==> config.mk <==
export PLATFORM = sky130hd
export DESIGN_NAME = md_wb_arb
export DESIGN_NICKNAME = d
export VERILOG_FILES = /design/src/rtl/md_wb_arb.sv
export SDC_FILE = /design/constraint.sdc
export NUM_CORES = 1
export LEC_CHECK = 0
export CAP_MARGIN = 40
export CORE_AREA = 3 3 131 133
export CTS_CLUSTER_DIAMETER = 50
export CTS_CLUSTER_SIZE = 8
export DETAILED_ROUTE_END_ITERATION = 8
export DIE_AREA = 0 0 134 136
export HOLD_SLACK_MARGIN = 0.02
export PLACE_DENSITY = 0.8
export SYNTH_ARGS = -nofsm -noshare
export SYNTH_HDL_FRONTEND = slang
export SYNTH_SLANG_ARGS = --single-unit
==> constraint.sdc <==
create_clock -name clk -period 3.87 [get_ports clk]
set_input_delay 0.774 -clock clk [delete_from_list [all_inputs] [get_ports clk]]
set_output_delay 0.774 -clock clk [all_outputs]
set_load 0.1 [all_outputs]
==> src/rtl/md_wb_arb.sv <==
// md_wb_arb: merges multiplier results (via a 2-entry queue) with non-MD register writebacks.
// Define MD_WB_FWD_EN to build forwarding from queued entries to the decode-stage sources.
module md_wb_arb (
    input  logic        clk,
    input  logic        cpurst,
    input  logic        mul2mem_prod_complete_ffout,
    input  logic        mul2mem_HI_ffout,
    input  logic        mul2mem_LO_ffout,
    input  logic [31:0] multprod_HI_ffout,
    input  logic [31:0] multprod_LO_ffout,
    input  logic [4:0]  mul_rdaddr,
    input  logic        mul_fuse,
    input  logic [4:0]  mul_fuse_rdaddr,
    input  logic        ex2mem_wr_valid,
    input  logic [4:0]  ex2mem_wr_regindex,
    input  logic [31:0] ex2mem_wr_data,
    input  logic [4:0]  de_rs1addr,
    input  logic [4:0]  de_rs2addr,
    output logic        mem2wb_wr_en,
    output logic [4:0]  mem2wb_wr_regindex,
    output logic [31:0] mem2wb_wr_data,
    output logic        md_wb_stall,
    output logic        md_ovf,
    output logic        md_fwd_hit_rs1,
    output logic        md_fwd_hit_rs2,
    output logic [31:0] md_fwd_data_rs1,
    output logic [31:0] md_fwd_data_rs2
);

    typedef enum logic [1:0] {EMPTY = 2'd0, ONE = 2'd1, TWO = 2'd2} occ_t;

    occ_t             state_q, state_d;
    logic [1:0][4:0]  idx_q, idx_d;
    logic [1:0][31:0] dat_q, dat_d;
    logic             wr_en_q, wr_en_d;
    logic [4:0]       wr_idx_q, wr_idx_d;
    logic [31:0]      wr_dat_q, wr_dat_d;
    logic             ovf_q, ovf_d;

    logic             nonempty, wr_vld, skip_first;
    logic [4:0]       new_idx0, new_idx1;
    logic [31:0]      new_dat0, new_dat1;
    logic [1:0]       occ;

    // The HI flag alone selects the half for a non-fused completion.
    logic unused_lo_sel;
    assign unused_lo_sel = mul2mem_LO_ffout;

    assign nonempty    = (state_q != EMPTY);
    assign md_wb_stall = ex2mem_wr_valid & (nonempty | mul2mem_prod_complete_ffout);

    always_comb begin
        new_idx0 = mul_rdaddr;
        new_dat0 = (mul_fuse || mul2mem_HI_ffout) ? multprod_HI_ffout : multprod_LO_ffout;
        new_idx1 = mul_fuse_rdaddr;
        new_dat1 = multprod_LO_ffout;

        wr_vld     = 1'b0;
        wr_idx_d   = '0;
        wr_dat_d   = '0;
        skip_first = 1'b0;
        if (nonempty) begin
            wr_vld   = 1'b1;
            wr_idx_d = idx_q[0];
            wr_dat_d = dat_q[0];
        end else if (mul2mem_prod_complete_ffout) begin
            wr_vld     = 1'b1;
            wr_idx_d   = new_idx0;
            wr_dat_d   = new_dat0;
            skip_first = 1'b1;
        end else if (ex2mem_wr_valid) begin
            wr_vld   = 1'b1;
            wr_idx_d = ex2mem_wr_regindex;
            wr_dat_d = ex2mem_wr_data;
        end
        wr_en_d = wr_vld && (wr_idx_d != '0);

        // Dequeue (shift slot 1 down) happens before any new entry is appended.
        idx_d = idx_q;
        dat_d = dat_q;
        ovf_d = ovf_q;
        occ   = 2'd0;
        if (state_q == TWO) begin
            idx_d[0] = idx_q[1];
            dat_d[0] = dat_q[1];
            occ      = 2'd1;
        end
        if (mul2mem_prod_complete_ffout && !skip_first) begin
            if (occ == 2'd2) begin
                ovf_d = 1'b1;
            end else begin
                idx_d[occ[0]] = new_idx0;
                dat_d[occ[0]] = new_dat0;
                occ           = occ + 2'd1;
            end
        end
        if (mul2mem_prod_complete_ffout && mul_fuse) begin
            if (occ == 2'd2) begin
                ovf_d = 1'b1;
            end else begin
                idx_d[occ[0]] = new_idx1;
                dat_d[occ[0]] = new_dat1;
                occ           = occ + 2'd1;
            end
        end
        case (occ)
            2'd0:    state_d = EMPTY;
            2'd1:    state_d = ONE;
            default: state_d = TWO;
        endcase
    end

    always_ff @(posedge clk or posedge cpurst) begin
        if (cpurst) begin
            state_q  <= EMPTY;
            idx_q    <= '0;
            dat_q    <= '0;
            wr_en_q  <= 1'b0;
            wr_idx_q <= '0;
            wr_dat_q <= '0;
            ovf_q    <= 1'b0;
        end else begin
            state_q  <= state_d;
            idx_q    <= idx_d;
            dat_q    <= dat_d;
            wr_en_q  <= wr_en_d;
            wr_idx_q <= wr_idx_d;
            wr_dat_q <= wr_dat_d;
            ovf_q    <= ovf_d;
        end
    end

    assign mem2wb_wr_en       = wr_en_q;
    assign mem2wb_wr_regindex = wr_idx_q;
    assign mem2wb_wr_data     = wr_dat_q;
    assign md_ovf             = ovf_q;

`ifdef MD_WB_FWD_EN
    // Slot 1 is younger than slot 0, so it wins when both match.
    function automatic logic [32:0] fwd_lookup(input logic [4:0] rs, input occ_t st,
                                               input logic [1:0][4:0] idx,
                                               input logic [1:0][31:0] dat);
        logic [32:0] r;
        r = '0;
        if (rs != '0) begin
            if (st == TWO && idx[1] == rs)
                r = {1'b1, dat[1]};
            else if (st != EMPTY && idx[0] == rs)
                r = {1'b1, dat[0]};
        end
        return r;
    endfunction

    always_comb begin
        {md_fwd_hit_rs1, md_fwd_data_rs1} = fwd_lookup(de_rs1addr, state_q, idx_q, dat_q);
        {md_fwd_hit_rs2, md_fwd_data_rs2} = fwd_lookup(de_rs2addr, state_q, idx_q, dat_q);
    end
`else
    logic unused_de;
    assign unused_de       = ^{de_rs1addr, de_rs2addr};
    assign md_fwd_hit_rs1  = 1'b0;
    assign md_fwd_hit_rs2  = 1'b0;
    assign md_fwd_data_rs1 = '0;
    assign md_fwd_data_rs2 = '0;
`endif

endmodule
### Word-level counts from Yosys, hierarchy flattened

Index checks and enable logic that the tools add are counted.

* bits in registers: 115
* bits of input ports: 128

* $add $sub $neg: 2
* magnitude comparators: 4
* equality and inequality tests: 4
* muxes and demuxes: 44
* bitwise operators: 2
* reductions and logical operators: 10

Operator list (count)
* 64-bit 2-to-1 mux: 4
* 32-bit 2-to-1 mux: 7
* 64-bit bitwise mux: 2
* 32-bit demux with 1-bit select: 2
* 10-bit 2-to-1 mux: 4
* 5-bit 2-to-1 mux: 6
* 10-bit bitwise mux: 2
* 5-bit demux with 1-bit select: 2
* 1-bit 2-to-1 mux: 10
* 2-bit 2-to-1 mux: 4
* 2-bit equality test (second input constant): 3
* 1-bit logical AND: 5
* 5-bit nonzero test: 1
* 2-bit by 1-bit adder with 2-bit output (second input constant): 2
* 1-bit by 2-bit less-than comparator with 1-bit output (second input constant): 2
* 2-bit case mux with 2 select lines: 1
* 2-bit by 1-bit equality test with 1-bit output (second input constant): 1
* 1-bit >= comparator (second input constant): 2
* 2-bit zero test: 1
* 2-bit nonzero test: 1
* 1-bit bitwise AND: 1
* 1-bit zero test: 1
* 1-bit logical OR: 1
* 1-bit bitwise OR: 1

### Depth between registers and ports, before layout

Gate-level depths: netlist (run 1).

* depth after elaboration: 12
* depth in mapped cells: 8
* depth with buffers taken out: 4

### Worst setup path after synthesis (run 1)

No wires, ideal clock.

* path type: input-to-output
* start: input mul2mem_prod_complete_ffout
* end: output md_wb_stall
* data arrival time: 2.044 ns
* data required time: 3.096 ns
* path slack: 1.052 ns
* stages on the path: 4
* cells stage by stage: buf_4 buf_4 buf_2 o31a_1

* longest elaborated chain between the ends: 2

Ends and longest elaborated chain
* start: declaration: line 6 `input logic mul2mem_prod_complete_ffout,`
* 1-bit bitwise OR: line 50 `assign md_wb_stall = ex2mem_wr_valid & (nonempty | mul2mem_prod_complete_ffout);`
* 1-bit bitwise AND: line 50
* end: declaration: line 22 `output logic md_wb_stall,`

No other way between the ends.

### Worst setup path after layout (run 1)

* start: input ex2mem_wr_valid
* end: output md_wb_stall

* longest elaborated chain between the ends: 1

Ends and longest elaborated chain
* start: declaration: line 14 `input logic ex2mem_wr_valid,`
* 1-bit bitwise AND: line 50

No other way between the ends.

==> summary.md, run 1 <==
| Metric | Value |
|---|---|
| Max-cap viol count | 0 |
| Synthesized cell area | 6600 um2 |
| Area delta synth->final | 40.0% |
| # port buffers | 156 |
| Total Routing Usage GR | 21.5% |
| DR iter-0 viols | 383 |
| CP endpoint kind | output port |
| DR DRC count | 0 |
| Post-DP HPWL | 12,600 um |
| Clock Sinks | 115 |
| Synth area leader | dfrtp_1 |
| Critical Path RT | 3.10 ns |
| Setup_tns | 0 ns |
| FMAX | 370 MHz |
| DIE AREA | 18,200 um2 |
| Final nets | 1,015 |
| Post-CTS Setup Bufs | 0 |
| Final Hold Viols | 0 |
| Total grt overflow | 0 |
| Fill count | 1,346 |
| Top cell type's share of synthesized area | 43.6% |
| Clk pin slew, worst setup/hold paths | 0.05 ns |
| # resized after CTS | 0 |
| Vias in the first global route | 5,982 |
| Number of CTS-inserted buffers | 17 |
| Area of the multi-input gates | 3150 um2 |
| Final Cycle Share | 69.9% |
| Power, Total | 6.11 mW |
| CTS tree | done |
| Die Y | 136 um |
| Clk_skew | 0.0109 ns |
| Hold Crit Class | register to register |
| Slew of the pin with the lowest slew margin | 0.923 ns |
| Worst setup SP type | primary input |
| Share of cells above drive strength 1 | 14.1% |
| Mean Syn Cell Area | 9.21 um2 |
| Mapped Cells | 717 |
| Seq/Total Area, Yosys | 43.6% |
| Post-route antenna net violation count | 0 |
| Routed WL | 19,300 um |
| Flop and latch count out of synthesis | 115 |
| Pre-CTS setup slack | 1.01 ns |
| Root Buffer | clkbuf_16 |
| CP max FO | 7 |
| Library cells used by synthesis | 37 |
| Drt first pass iters | 5 |
| Leak | 4.03 nW |
| Pwr Density | 661 nW/um2 |
| FF/Latch Area | 2880 um2 |
| Final worst slack | 1.17 ns |
| H-tree depth | 4 |
| Core Box Area | 15,900 um2 |
| Die width | 134 um |
| Avg WL per Cell | 17.3 um |
| Ant diodes | 0 |
| CP arrival | 1.93 ns |
| Final min period | 2.70 ns |
| Max Slew Vio Count | 0 |
| Ys Warns | 0 |
| Slew margin rel. | 38.5% |
| Worst VDD drop | 341 uV |
| Starting Density | 41.4% |
| Final count of negative-setup-slack endpoints | 0 |
| Setup CP Type | primary input to output port |
| Rows | 46 |
| Clock Path Buffers | 2 |
| Via density | 5.16 |
| Vias | 5,751 |
| Largest net degree at the start of global routing | 116 |
| I/O Pins | 234 |
| Outcome | finished, final reports clean |
| Routability Congestion | 0.746 |
| RSZ-0062 raised after global routing | no |
| First-pass GRT wire length | 31,100 um |
| Initial antenna violation count | 0 |
| Clock Latency Late Sink | 0.41 ns |
| Area contributors post-synth | dfrtp_1, a21oi_1, buf_4, nor2_1, mux2_2 |
| Hold_buf cts | 0 |
[synthesized netlist by cell type]
| cell type | number |
|---|---|
| a211oi_1 | 4 |
| a21o_1 | 2 |
| a21oi_1 | 130 |
| a221oi_1 | 4 |
| a22oi_1 | 33 |
| a2bb2oi_1 | 4 |
| and2_1 | 1 |
| and3_1 | 4 |
| buf_2 | 21 |
| buf_4 | 82 |
| buf_6 | 4 |
| clkbuf_1 | 14 |
| clkbuf_2 | 1 |
| conb_1 | 1 |
| dfrtp_1 | 115 |
| inv_1 | 7 |
| mux2_2 | 33 |
| mux2i_1 | 36 |
| nand2_1 | 17 |
| nand2_4 | 1 |
| nand2b_1 | 2 |
| nand3_1 | 4 |
| nand3b_1 | 4 |
| nor2_1 | 103 |
| nor2_2 | 1 |
| nor2_4 | 1 |
| nor2b_1 | 1 |
| nor2b_2 | 1 |
| nor3_4 | 1 |
| nor4_1 | 1 |
| o21a_1 | 1 |
| o21ai_0 | 42 |
| o21ai_1 | 4 |
| o21ai_2 | 1 |
| o21bai_1 | 31 |
| o22ai_1 | 4 |
| o31a_1 | 1 |
[worst max-delay path: stages]
cell	delay [ns]
clkdlybuf4s50_1	0.67
o31a_1	0.20
buf_4	0.29
[registers in the layout, indices dropped and copies added (netlist names)]
| signal | count |
|---|---|
| mem2wb_wr_regindex | 5 |
| mem2wb_wr_en | 1 |
| md_ovf | 1 |
| dat_q | 64 |
| mem2wb_wr_data | 32 |
| idx_q | 10 |
| state_q | 2 |
[cells in the final DEF (no fill, tap or decap), types with 5 or more instances in the layout]
cell type | synthesis | final
a21oi_1 | 130 | 130
buf_4 | 82 | 12
clkdlybuf4s50_1 | 0 | 154
o21ai_0 | 42 | 42
nand2_1 | 17 | 15
mux2i_1 | 36 | 36
buf_8 | 0 | 35
o21bai_1 | 31 | 31
a22oi_1 | 33 | 33
conb_1 | 1 | 66
buf_16 | 0 | 5
mux2_2 | 33 | 33
inv_1 | 7 | 6
clkbuf_16 | 0 | 17
nor2_1 | 103 | 103
dfrtp_1 | 115 | 115
[stage by stage]
step | cell area [um2] | hold slack (ns) | cells | utilization [%]
2_1_floorplan | 6840 | 0.481 | 782 | -
6_report | 9240 | 0.464 | 1115 | 58.0
5_1_grt | 9240 | 0.478 | 1115 | 58.0
3_5_place_dp | 8650 | 0.452 | 1084 | 54.2
3_3_place_gp | 7980 | 0.444 | 1044 | 50.1
4_1_cts | 9240 | 0.464 | 1115 | 58.0
[final cells by class]
cell class                 count  share of cell area, %
timing repair buffer         208                   25.1
tap                          216                   2.93
multi-input combinational    538                   34.1
sequential                   115                   31.1
clock buffer                  21                   4.98
clock inverter                10                   1.44
inverter                       7                  0.311
[where the power goes]
group	internal, mW	switching [mW]
Combinational	1.01	1.75
Sequential	1.58	0.191
Clock	1.04	0.543
Total	3.62	2.49
[final timing paths]
check | start | to | slack (ns) | cells after the start
max | ex2mem_wr_valid | md_wb_stall | 1.17 | 3
min | md_ovf | md_ovf | 0.46 | 1
max reg2reg | state_q[0] | mem2wb_wr_en | 1.34 | 5
min reg2reg | md_ovf | md_ovf | 0.46 | 1
max in group asynchronous | cpurst | dat_q[22] | 2.48 | 3
min in group asynchronous | cpurst | idx_q[1] | 0.84 | 3
[kinds of logic (layout without fill, tap and decap cells)]
| family | after synthesis | in the layout | share of synthesized area [%] |
|---|---|---|---|
| buf+inv | 129 | 246 | 12.9 |
| mux | 69 | 69 | 11.1 |
| simple gates | 142 | 142 | 9.25 |
| compound gates | 261 | 261 | 23.1 |
| other cells | 1 | 66 | 0.0568 |
| flops | 115 | 115 | 43.6 |
[metal layers]
metal | track usage, % | share of wire [%] | up-vias
met5 | 0 | 0 | -
met4 | 5.83 | 1.1 | 0
met2 | 37.9 | 51 | 242
met1 | 26.0 | 41 | 2762
li1 | - | - | 2724
met3 | 5.66 | 7.0 | 23
Power figures use the tool's default switching activity.
==> run 2, diff against run 1 <==
--- a/config.mk
+++ b/config.mk
@@ -6,13 +6,13 @@
 export NUM_CORES = 1
 export LEC_CHECK = 0
 export CAP_MARGIN = 40
-export CORE_AREA = 3 3 131 133
+export CORE_AREA = 3 3 124 126
 export CTS_CLUSTER_DIAMETER = 50
 export CTS_CLUSTER_SIZE = 8
 export DETAILED_ROUTE_END_ITERATION = 8
-export DIE_AREA = 0 0 134 136
+export DIE_AREA = 0 0 127 129
 export HOLD_SLACK_MARGIN = 0.02
-export PLACE_DENSITY = 0.8
+export PLACE_DENSITY = 0.85
 export SYNTH_ARGS = -nofsm -noshare
 export SYNTH_HDL_FRONTEND = slang
 export SYNTH_SLANG_ARGS = --single-unit
==> constraint.sdc (replaced) <==
create_clock -name clk -period 2.5 [get_ports clk]
set_input_delay 0.5 -clock clk [delete_from_list [all_inputs] [get_ports clk]]
set_output_delay 0.5 -clock clk [all_outputs]
set_load 0.1 [all_outputs]
==> run 2 against run 1 <==
Critical endpoint unchanged. Sequential cell count unchanged. Core utilization increased by 1.6 points. Final area is 7.0% lower. Largest power group unchanged.
==> summary.md, run 2 (synthesis results as in run 1) <==
| Metric | Value |
|---|---|
| Pwr Density | 1000 nW/um2 (was 661 nW/um2) |
| Max reg flops | 64 (unchanged) |
| Worst path depth | 2 (was 3) |
| Worst r2r src | state_q[0] (unchanged) |
| CP arrival | 1.81 ns (was 1.93 ns) |
| Via density | 5.41 (was 5.16) |
| Final Cycle Share | 92.5% |
| Most frequent cells in the layout | a21oi_1, dfrtp_1, clkdlybuf4s50_1, nor2_1, conb_1 (was clkdlybuf4s50_1, a21oi_1, dfrtp_1, nor2_1, conb_1) |
| Avg WL per Cell | 17.4 um (was 17.3 um) |
| Final count of negative-setup-slack endpoints | 0 (unchanged) |
| Slowest cell on the critical path | dfrtp_1 (was clkdlybuf4s50_1) |
| Fill count | 1,259 (was 1,346) |
| Post-route antenna net violation count | 0 (unchanged) |
| Largest net degree at the start of global routing | 116 (unchanged) |
| Final Hold Viols | 0 (unchanged) |
| Worst setup SP type | register (was primary input) |
| Max Slew Vio Count | 0 (unchanged) |
| Clock Latency Late Sink | 0.41 ns (about the same) |
| Leak | 3.82 nW (was 4.03 nW) |
| DR iter-0 viols | 540 (was 383) |
| Starting Density | 45.8% (was 41.4%) |
| Final nets | 991 (was 1,015) |
| Vias | 5,728 (was 5,751) |
| Worst VDD drop | 684 uV (was 341 uV) |
| Rows | 44 (was 46) |
| Clock power frac | 26.4% (was 25.9%) |
| Clock Sinks | 115 (unchanged) |
| Outcome | finished, final reports clean (unchanged) |
| Worst Setup SP | state_q[0] (was ex2mem_wr_valid) |
| Slew of the pin with the lowest slew margin | 0.906 ns (was 0.923 ns) |
| DR DRC count | 0 (unchanged) |
| R2R cell count | 5 (unchanged) |
| Clk pin slew, worst setup/hold paths | 0.06 ns (was 0.05 ns) |
| Share of cells above drive strength 1 | 15.8% (was 14.1%) |
| Largest register by flop count | dat_q (unchanged) |
| CP max FO | 19 (was 7) |
| Slew margin rel. | 39.6% (was 38.5%) |
| Flop pwr share | 31.7% (was 29.0%) |
| Switch Pwr | 3.70 mW (was 2.49 mW) |
| FMAX | 433 MHz |
| Root Buffer | clkbuf_16 (unchanged) |
| RSZ-0062 raised after global routing | no (unchanged) |
| First-pass GRT wire length | 28,900 um (was 31,100 um) |
| R2r setup slk | 0.47 ns (was 1.34 ns) |
| Commonest non-fill, non-tap cell in the layout | a21oi_1 (was clkdlybuf4s50_1) |
| Final min period | 2.31 ns |
| Number of CTS-inserted buffers | 17 (unchanged) |
| CP endpoint kind | output port (unchanged) |
| CP peak stage delay | 0.94 ns (was 0.67 ns) |
| Crit-path leading delay family | flip-flops (was buffers and inverters) |
| Routed WL | 18,400 um (was 19,300 um) |
| Sw frac | 42.9% (was 40.7%) |
| Die Y | 129 um (was 136 um) |
| Internal power | 4.93 mW (was 3.62 mW) |
| Ant diodes | 0 (unchanged) |
| CTS tree | done (unchanged) |
| Initial antenna violation count | 0 (unchanged) |
| Critical Path RT | 2.00 ns (was 3.10 ns) |
| H-tree depth | 4 (unchanged) |
| FF-to-FF End | dat_q[17] (was mem2wb_wr_en) |
| Setup CP Type | register to output port (was primary input to output port) |
| Hold_buf cts | 0 (unchanged) |
| Max-cap viol count | 0 (unchanged) |
| Post-CTS Setup Bufs | 0 (unchanged) |
| WP buf/inv | 1 (was 2) |
| Vias in the first global route | 5,621 (was 5,982) |
| Worst Setup EP | md_wb_stall (unchanged) |
| Total grt overflow | 0 (unchanged) |
| Clk_skew | 0.00954 ns (was 0.0109 ns) |
| Total Routing Usage GR | 22.4% (was 21.5%) |
| Hold Crit Class | register to register (unchanged) |
| Die width | 127 um (was 134 um) |
| DIE AREA | 16,400 um2 (was 18,200 um2) |
| Power, Total | 8.63 mW (was 6.11 mW) |
| Area delta synth->final | 30.1% (was 40.0%) |
| Routability Congestion | 0.785 (was 0.746) |
| CP Cell Sequence | o31a_1, buf_12 (was clkdlybuf4s50_1, o31a_1, buf_4) |
| Drt first pass iters | 5 (unchanged) |
| I/O Pins | 234 (unchanged) |
| Core Box Area | 14,400 um2 (was 15,900 um2) |
| Setup_tns | 0 ns (unchanged) |
| Post-DP HPWL | 12,000 um (was 12,600 um) |
| # port buffers | 156 (unchanged) |
| # resized after CTS | 0 (unchanged) |
| Comb pwr share | 41.9% (was 45.2%) |
| Clock Path Buffers | 2 (unchanged) |
## run 2: changes by cell type in the layout (fill, tap and decap cells not counted), sizes merged
cell and delta:
buf +15, bufinv -2, clkbuf +5, clkdlybuf4s50 -39, clkinvlp -2, inv -1
## run 2: layout make-up
class,count,area (um2),area share (%)
Multi-Input combinational cell,538,3150,36.6
Sequential cell,115,2880,33.5
Timing Repair Buffer,184,1750,20.4
Clock buffer,26,499,5.81
Tap cell,184,230,2.68
Clock inverter,5,50.0,0.583
Inverter,7,30.0,0.350
## run 2: power groups by stage
stage | Clock, mW | Sequential (mW) | Combinational (mW)
CTS | 2.31 | 2.73 | 3.62
finish | 2.28 | 2.73 | 3.62
global placement | 0 | 2.73 | 3.55
global route | 2.41 | 2.79 | 3.83
detailed placement | 0 | 2.75 | 3.61
floorplan | 0 | 3.95 | 1.65
## run 2: metrics by stage
stage          setup WS [ns]  hold WS, ns  instance area, um2  util, %  cells
2_1_floorplan          0.230        0.481                6850        -    782
3_3_place_gp           0.207        0.443                8040     55.7   1028
3_5_place_dp           0.160        0.454                8040     55.7   1028
4_1_cts                0.188        0.467                8590     59.5   1059
5_1_grt                0.124        0.493                8590     59.5   1059
6_report               0.189        0.466                8590     59.5   1059
## run 2: how the worst min path moves through the flow
stage,startpoint,to,cells past startpoint
global placement,md_ovf,md_ovf,1
finish,md_ovf,md_ovf,1
detailed placement,md_ovf,md_ovf,1
CTS,md_ovf,md_ovf,1
global route,md_ovf,md_ovf,1
floorplan,idx_q[8],idx_q[3],2
## run 2: routing by layer
layer  track usage, %  vias up  share of wire [%]
li1                 -     2673                  -
met1             29.2     2772                 41
met2             37.4      263                 50
met3             4.73       20                7.7
met4             7.32        0                1.1
met5                0        -                  0
==> run 3, diff against run 2 <==
--- a/config.mk
+++ b/config.mk
@@ -11,6 +11,7 @@
 export CTS_CLUSTER_SIZE = 8
 export DETAILED_ROUTE_END_ITERATION = 8
 export DIE_AREA = 0 0 127 129
+export GPL_ROUTABILITY_DRIVEN = 0
 export HOLD_SLACK_MARGIN = 0.02
 export PLACE_DENSITY = 0.85
 export SYNTH_ARGS = -nofsm -noshare
==> results of run 3 <==
Same layout as run 2: the final DEF is identical, and so are final timing and power.
